==> src/rtl/hazard_control_unit.sv <==
// Hazard controller beside ID: load-use stalls, branch flush, EX forwarding.
// Ports: clk, async active-low reset, ID/EX/MEM/WB fields in; PC/IF-ID enables, NOP-select, flush, forward selects, event counters out.
module hazard_control_unit #(
  parameter int STALL_CYCLES = 1,
  parameter int CNT_W        = 16
) (
  input  logic             clk,
  input  logic             reset,
  input  logic [3:0]       id_rn,
  input  logic [3:0]       id_rm,
  input  logic             id_use_rn,
  input  logic             id_use_rm,
  input  logic             id_branch_taken,
  input  logic [3:0]       ex_rd,
  input  logic             ex_reg_write,
  input  logic             ex_mem_to_reg,
  input  logic [3:0]       mem_rd,
  input  logic             mem_reg_write,
  input  logic [3:0]       wb_rd,
  input  logic             wb_reg_write,
  output logic             pc_enable,
  output logic             if_id_enable,
  output logic             cu_nop_select,
  output logic             if_id_flush,
  output logic [1:0]       forward_a,
  output logic [1:0]       forward_b,
  output logic [CNT_W-1:0] stall_count,
  output logic [CNT_W-1:0] flush_count
);

  typedef enum logic {RUN, STALL} state_t;

  // Hazard cycle is the first bubble; STALL supplies the rest.
  localparam logic [2:0] CNT_INIT = 3'(STALL_CYCLES - 2);

  state_t     state, state_nx;
  logic [2:0] cnt, cnt_nx;
  logic       hazard;
  logic       stalling;
  logic       flushing;
  logic       inc_stall;
  logic [1:0] fa, fb;

  function automatic logic [1:0] fwd(
    input logic       use_r,
    input logic [3:0] r,
    input logic       mw,
    input logic [3:0] mrd,
    input logic       ww,
    input logic [3:0] wrd
  );
    if (use_r && mw && mrd == r && mrd != 4'd15)
      return 2'b01;
    else if (use_r && ww && wrd == r && wrd != 4'd15)
      return 2'b10;
    else
      return 2'b00;
  endfunction

  always_comb begin
    hazard = ex_reg_write && ex_mem_to_reg && ex_rd != 4'd15 &&
             ((id_use_rn && id_rn == ex_rd) ||
              (id_use_rm && id_rm == ex_rd));
  end

  always_comb begin
    state_nx  = state;
    cnt_nx    = cnt;
    stalling  = 1'b0;
    flushing  = 1'b0;
    inc_stall = 1'b0;
    case (state)
      RUN: begin
        if (hazard) begin
          stalling  = 1'b1;
          inc_stall = 1'b1;
          if (STALL_CYCLES > 1) begin
            state_nx = STALL;
            cnt_nx   = CNT_INIT;
          end
        end else if (id_branch_taken) begin
          flushing = 1'b1;
        end
      end
      STALL: begin
        stalling = 1'b1;
        if (cnt == 3'd0)
          state_nx = RUN;
        else
          cnt_nx = cnt - 3'd1;
      end
      default: state_nx = RUN;
    endcase
  end

  always_ff @(posedge clk or negedge reset) begin
    if (!reset) begin
      state <= RUN;
      cnt   <= '0;
    end else begin
      state <= state_nx;
      cnt   <= cnt_nx;
    end
  end

  always_ff @(posedge clk or negedge reset) begin
    if (!reset) begin
      stall_count <= '0;
      flush_count <= '0;
    end else begin
      if (inc_stall && stall_count != '1)
        stall_count <= stall_count + 1'b1;
      if (flushing && flush_count != '1)
        flush_count <= flush_count + 1'b1;
    end
  end

  always_comb begin
    fa = fwd(id_use_rn, id_rn, mem_reg_write, mem_rd,
             wb_reg_write, wb_rd);
    fb = fwd(id_use_rm, id_rm, mem_reg_write, mem_rd,
             wb_reg_write, wb_rd);
  end

  // Reset overrides the outputs combinationally, not just at the next edge.
  assign pc_enable     = reset & ~stalling;
  assign if_id_enable  = reset & ~stalling;
  assign cu_nop_select = ~reset | stalling;
  assign if_id_flush   = reset & flushing;
  assign forward_a     = reset ? fa : 2'b00;
  assign forward_b     = reset ? fb : 2'b00;

endmodule

==> config.mk <==
export PLATFORM = sky130hd
export DESIGN_NAME = hazard_control_unit
export DESIGN_NICKNAME = d
export VERILOG_FILES = /design/src/rtl/hazard_control_unit.sv
export SDC_FILE = /design/constraint.sdc
export NUM_CORES = 1
export LEC_CHECK = 0
export CORE_MARGIN = 5
export CORE_UTILIZATION = 42
export DETAILED_ROUTE_END_ITERATION = 10
export PLACE_DENSITY = 0.72
export SLEW_MARGIN = 20
export SYNTH_ARGS = -nofsm -noshare
export SYNTH_HDL_FRONTEND = slang
export SYNTH_SLANG_ARGS = --single-unit
==> constraint.sdc <==
create_clock -name clk -period 3.33 [get_ports clk]
set_input_delay 0.4995 -clock clk [delete_from_list [all_inputs] [get_ports clk]]
set_output_delay 0.4995 -clock clk [all_outputs]
set_load 0.01 [all_outputs]
-- After elaboration in Yosys (flattened, before gate mapping)
Cells that the tools add are included.
- memory bits (writable): 0
- memory bits (read-only): 0
- output and inout port bits: 40
- bits in latches: 0
- word-level logic and storage cells: 61
- input bits: 29
- memories kept: 0
- register bits: 36
- $add $sub $neg: 3
- multiply operators: 0
- div/mod/pow operators: 0
- bitwise operators: 7
- magnitude comparators: 0
- multiplexer cells: 14
- shifts and indexed selects: 0
- eq/ne operators: 11
- reductions and logical operators: 22
- operator list (operator ; number):
    adder 16 x 1 -> 16 bit, second input constant ; 2
    inequality test 16 bit, second input constant ; 2
    equality test 4 bit ; 6
    logical AND 1 bit ; 19
    two-way mux 2 bit ; 6
    inequality test 4 bit, second input constant ; 3
    two-way mux 1 bit ; 7
    NOT 1 bit ; 4
    zero test 3 bit ; 1
    subtractor 3 x 1 -> 3 bit, second input constant ; 1
    bitwise AND 1 bit ; 2
    one-hot mux 1 bit (2 select lines) ; 1
    AND reduction 2 bit ; 1
    logical OR 1 bit ; 1
    bitwise OR 1 bit ; 1

-- Logic depth before layout (Yosys ltp)
- depth in word-level cells: 8
- mapped depth: 9
- mapped depth without buffers: 6

-- Least setup slack after synthesis
Ideal clock, no wire load.
- path type: input port to output port
- start point: input port id_rn[0]
- end point: output port pc_enable
- slack: 1169 ps
- cell stages on the path: 9
- arrival time: 1662 ps
- cells stage by stage: xor2_1 > nor3_1 > nand4_1 > nand2_1 > buf_6 > buf_6 > nor2_1 > and2_1 > buf_4
- cells in the longest elaborated chain, start to end: 8
- ends and longest elaborated chain (item ; RTL line ; source):
    start: declaration ; 9 ; input logic [3:0] id_rn,
    equality test 4 bit ; 62 ; ((id_use_rn && id_rn == ex_rd) ||
    logical AND 1 bit ; 62 ;
    logical OR 1 bit ; 62 ;
    logical AND 1 bit ; 61 ; hazard = ex_reg_write && ex_mem_to_reg && ex_rd != 4'd15 &&
    two-way mux 1 bit ; 74 ; if (hazard) begin
    one-hot mux 1 bit (2 select lines) ; 72 ; case (state)
    NOT 1 bit ; -- ;
    bitwise AND 1 bit ; -- ;
    end: declaration ; 21 ; output logic pc_enable,
Every way passes these cells.

-- Worst setup path in the final report
- start point: input port id_rm[0]
- end point: output port pc_enable
- cells in the longest elaborated chain, start to end: 8
- ends and longest elaborated chain (item ; RTL line ; source):
    start: declaration ; 10 ; input logic [3:0] id_rm,
    equality test 4 bit ; 63 ; (id_use_rm && id_rm == ex_rd));
    logical AND 1 bit ; 63 ;
    logical OR 1 bit ; 62 ;
    logical AND 1 bit ; 61 ;
    two-way mux 1 bit ; 74 ;
    one-hot mux 1 bit (2 select lines) ; 72 ;
    NOT 1 bit ; 126 ; assign pc_enable = reset & ~stalling;
    bitwise AND 1 bit ; 126 ;
Every way passes these cells.

==> metrics <==
status finished clean; RSZ-0062 raised after global routing false; remaining global-route overflow 0; Setup Total Neg Slack 0 ns; WL met3 ~320 um; met2 wire length approximately 2400 um; drt drc 0; final-report setup violation count 0; Worst Setup Path Type in2out; DR vias 1891; crit-path max FO 3; largest net degree at the start of global routing 20; share of cells above drive strength 1 under 10%; Post-Synth XOR/XNOR Area 21.52%; # clock sinks 36; die width ~80 um; Ys Warns 0; max layer used met4; DPL Wire Length 3931 um; die area 0.006669 mm^2; Data required, critical path 2.83 ns; FF+latch area about 900 um^2; initial antenna violation count 0; area grow syn2layout 40.20%; sequential fraction of the synthesis area 41.76%; IO buf count 68; fin crit share 86.97%; PwrDens 460.6 mW/mm^2; Total Routing Usage GR 15.90%; Worst EP arrival ~2.4 ns; setup bufs post-CTS 0; post-synthesis register bit count 36; Fmax 345.3 MHz; Resized cells post-CTS 0; Worst Clk Skew 0.004978 ns; Routed Antenna Nets 0; area share of and/or/nand/nor cells after synthesis 28.31%; Core ar. 0.005042 mm^2; Synth Area in Compound Gates around 1.7%; Clock Pin Slew Worst Setup and Hold Paths ~0.080 ns; row count 26; cell count after synthesis 215; fin nets 321; I/O Pins 69; number of max-cap violations 0; TritonCTS clock tree built; CP Launch Type primary input; fillers 433; DRT met1 WL 2179 um; max-slew violation count 0; Mapped Avg Cell Area 10.03 um^2; Pre-Repair DR Iteration Count 4; die height 81.67 um; Adder-Cell Fraction of Synth Area 2.320%; CTS max path bufs 2; initial DRC count 104; leakage around 0.0013 uW; HP Class in2async; minimum clock period after layout 2.896 ns; Initial Util 42.78%; vias in the first global route 1842; root buffer cell clkbuf_8; crit path capture type output port; first-pass GRT wire length 8355 um; final hold vios 0; syn_nets 248; fin util ~60%; reg2reg end flush_count[1]; CTS buffer count 5; largest family of logic cells by synthesized area simple AND/OR/NAND/NOR gates; multi-input logic area ~0.0012 mm^2; Via density 5.267; FF-to-FF Start flush_count[0]; worst skew pair latency 0.28 ns; total wire length 5002 um; final worst setup slack about 0.43 ns; Cell Area, Synth 0.002157 mm^2; Least-Margin Pin Slew 0.5863 ns; WL per Instance 13.93 um; Register-to-Register Path Depth 5; ant diodes 0; Worst R2R Setup Slack 1.20 ns; CTS Hold Bufs 0; pre-CTS WS 0.4266 ns; # H-tree levels 2; mux contribution to synthesized area 1.566%; post-synth cell types 34; VDD IR max about 0.00028 V; headroom to the max-slew limit 60.70%; global placer's final weighted congestion 0.8039
sequential cells by signal, summed over array words and instances (netlist names):
register,flops
cnt,3
flush_count,16
stall_count,16
state,1
area by class of cell:
class	count	area share (%)
repair buffers	71	23.09
flip-flops and latches	36	29.79
inverters	4	0.4965
well taps	70	2.896
clock buffers	7	3.186
multi-input cells	170	39.55
clock inverters	1	0.9930
worst max-delay path by stage:
stage | from | slack [ns] | cells after the start | end
after global placement | id_rm[0] | 0.48 | 8 | if_id_flush
after CTS | id_rm[0] | 0.42 | 8 | pc_enable
after floorplan | id_rn[0] | 1.17 | 9 | pc_enable
final | id_rm[0] | 0.43 | 8 | pc_enable
after detailed placement | id_rm[0] | 0.43 | 8 | pc_enable
after global routing | id_rm[3] | 0.30 | 8 | pc_enable
logic make-up after synthesis:
kind of cell,count (synthesis)
xor gates and xnor gates,53
adders and majority gates,4
AOI/OAI and AO/OA,6
DFF,36
buffers and inverters,9
and+or+nand+nor,104
muxes,3
where the power goes:
group / switching (uW) / internal (uW)
Combinational: 164 / 223
Sequential: 86.0 / 500
Clock: 156 / 264
layout by cell type, fill, tap and decap left out, drive strengths merged:
cell type	instances
a21oi	1
a41oi	2
and2	7
and3	4
and4	1
and4bb	1
buf	4
bufinv	1
clkbuf	7
clkdlybuf4s50	67
dfrtp	36
ha	4
inv	4
mux2	3
nand2	15
nand2b	3
nand3	13
nand3b	1
nand4	16
nand4b	2
nor2	5
nor2b	3
nor3	13
nor4	11
nor4b	2
o21ai	3
or2	1
or3	2
or3b	1
or4	3
xnor2	25
xor2	28
through the flow:
step	instance area, um^2	cells	hold slack (ns)	power [uW]
after detailed placement	2898	351	0.3889	985.9
after global placement	2898	351	0.3935	975.2
after floorplan	2157	215	0.2039	750.3
after CTS	3024	359	0.08548	1409
after global routing	3024	359	0.08432	1475
final	3024	359	0.08265	1393
layer usage:
metal	track usage, %	up-vias
met4	5.482	0
met5	0	-
li1	-	916
met3	3.509	6
met1	20.99	903
met2	25.73	66
critical path, stage by stage:
cell and delay (ns):
clkdlybuf4s50_1 0.56, xor2_1 0.17, nor3_1 0.08, nand4_1 0.10, nand2_1 0.07, nor2_1 0.20
and2_1 0.18, clkdlybuf4s50_1 0.54
synthesized netlist by cell type:
cell type  number  area [um^2]
and2_1          7        43.79
or3_1           2        12.51
nor2_1          5        18.77
nor4_2          1        12.51
and4bb_2        1        12.51
nand2b_1        3        18.77
nor4_1         10        62.56
ha_1            4        50.05
nor3_1         11        55.05
nand4_1        16        100.1
nand3b_1        1        7.510
buf_4           1        7.510
a41oi_1         2        17.52
and3_1          4        25.02
nor4b_1         2        17.52
dfrtp_1        36        900.9
nand3_1        13        65.06
mux2_1          1        11.26
nand4b_1        2        17.52
and4_1          1        8.760
nor2b_1         3        18.77
clkbuf_1        1        3.750
mux2_2          2        22.52
xnor2_1        25        219.0
inv_1           4        15.01
nand2_1        15        56.30
or2_2           1        6.260
a21oi_1         1        5.000
nor3_2          2        20.02
or4_1           3        22.52
xor2_1         28        245.2
buf_6           3        33.78
o21ai_0         3        15.01
or3b_2          1        8.760
Note: power is estimated with default switching activity, not from simulation.
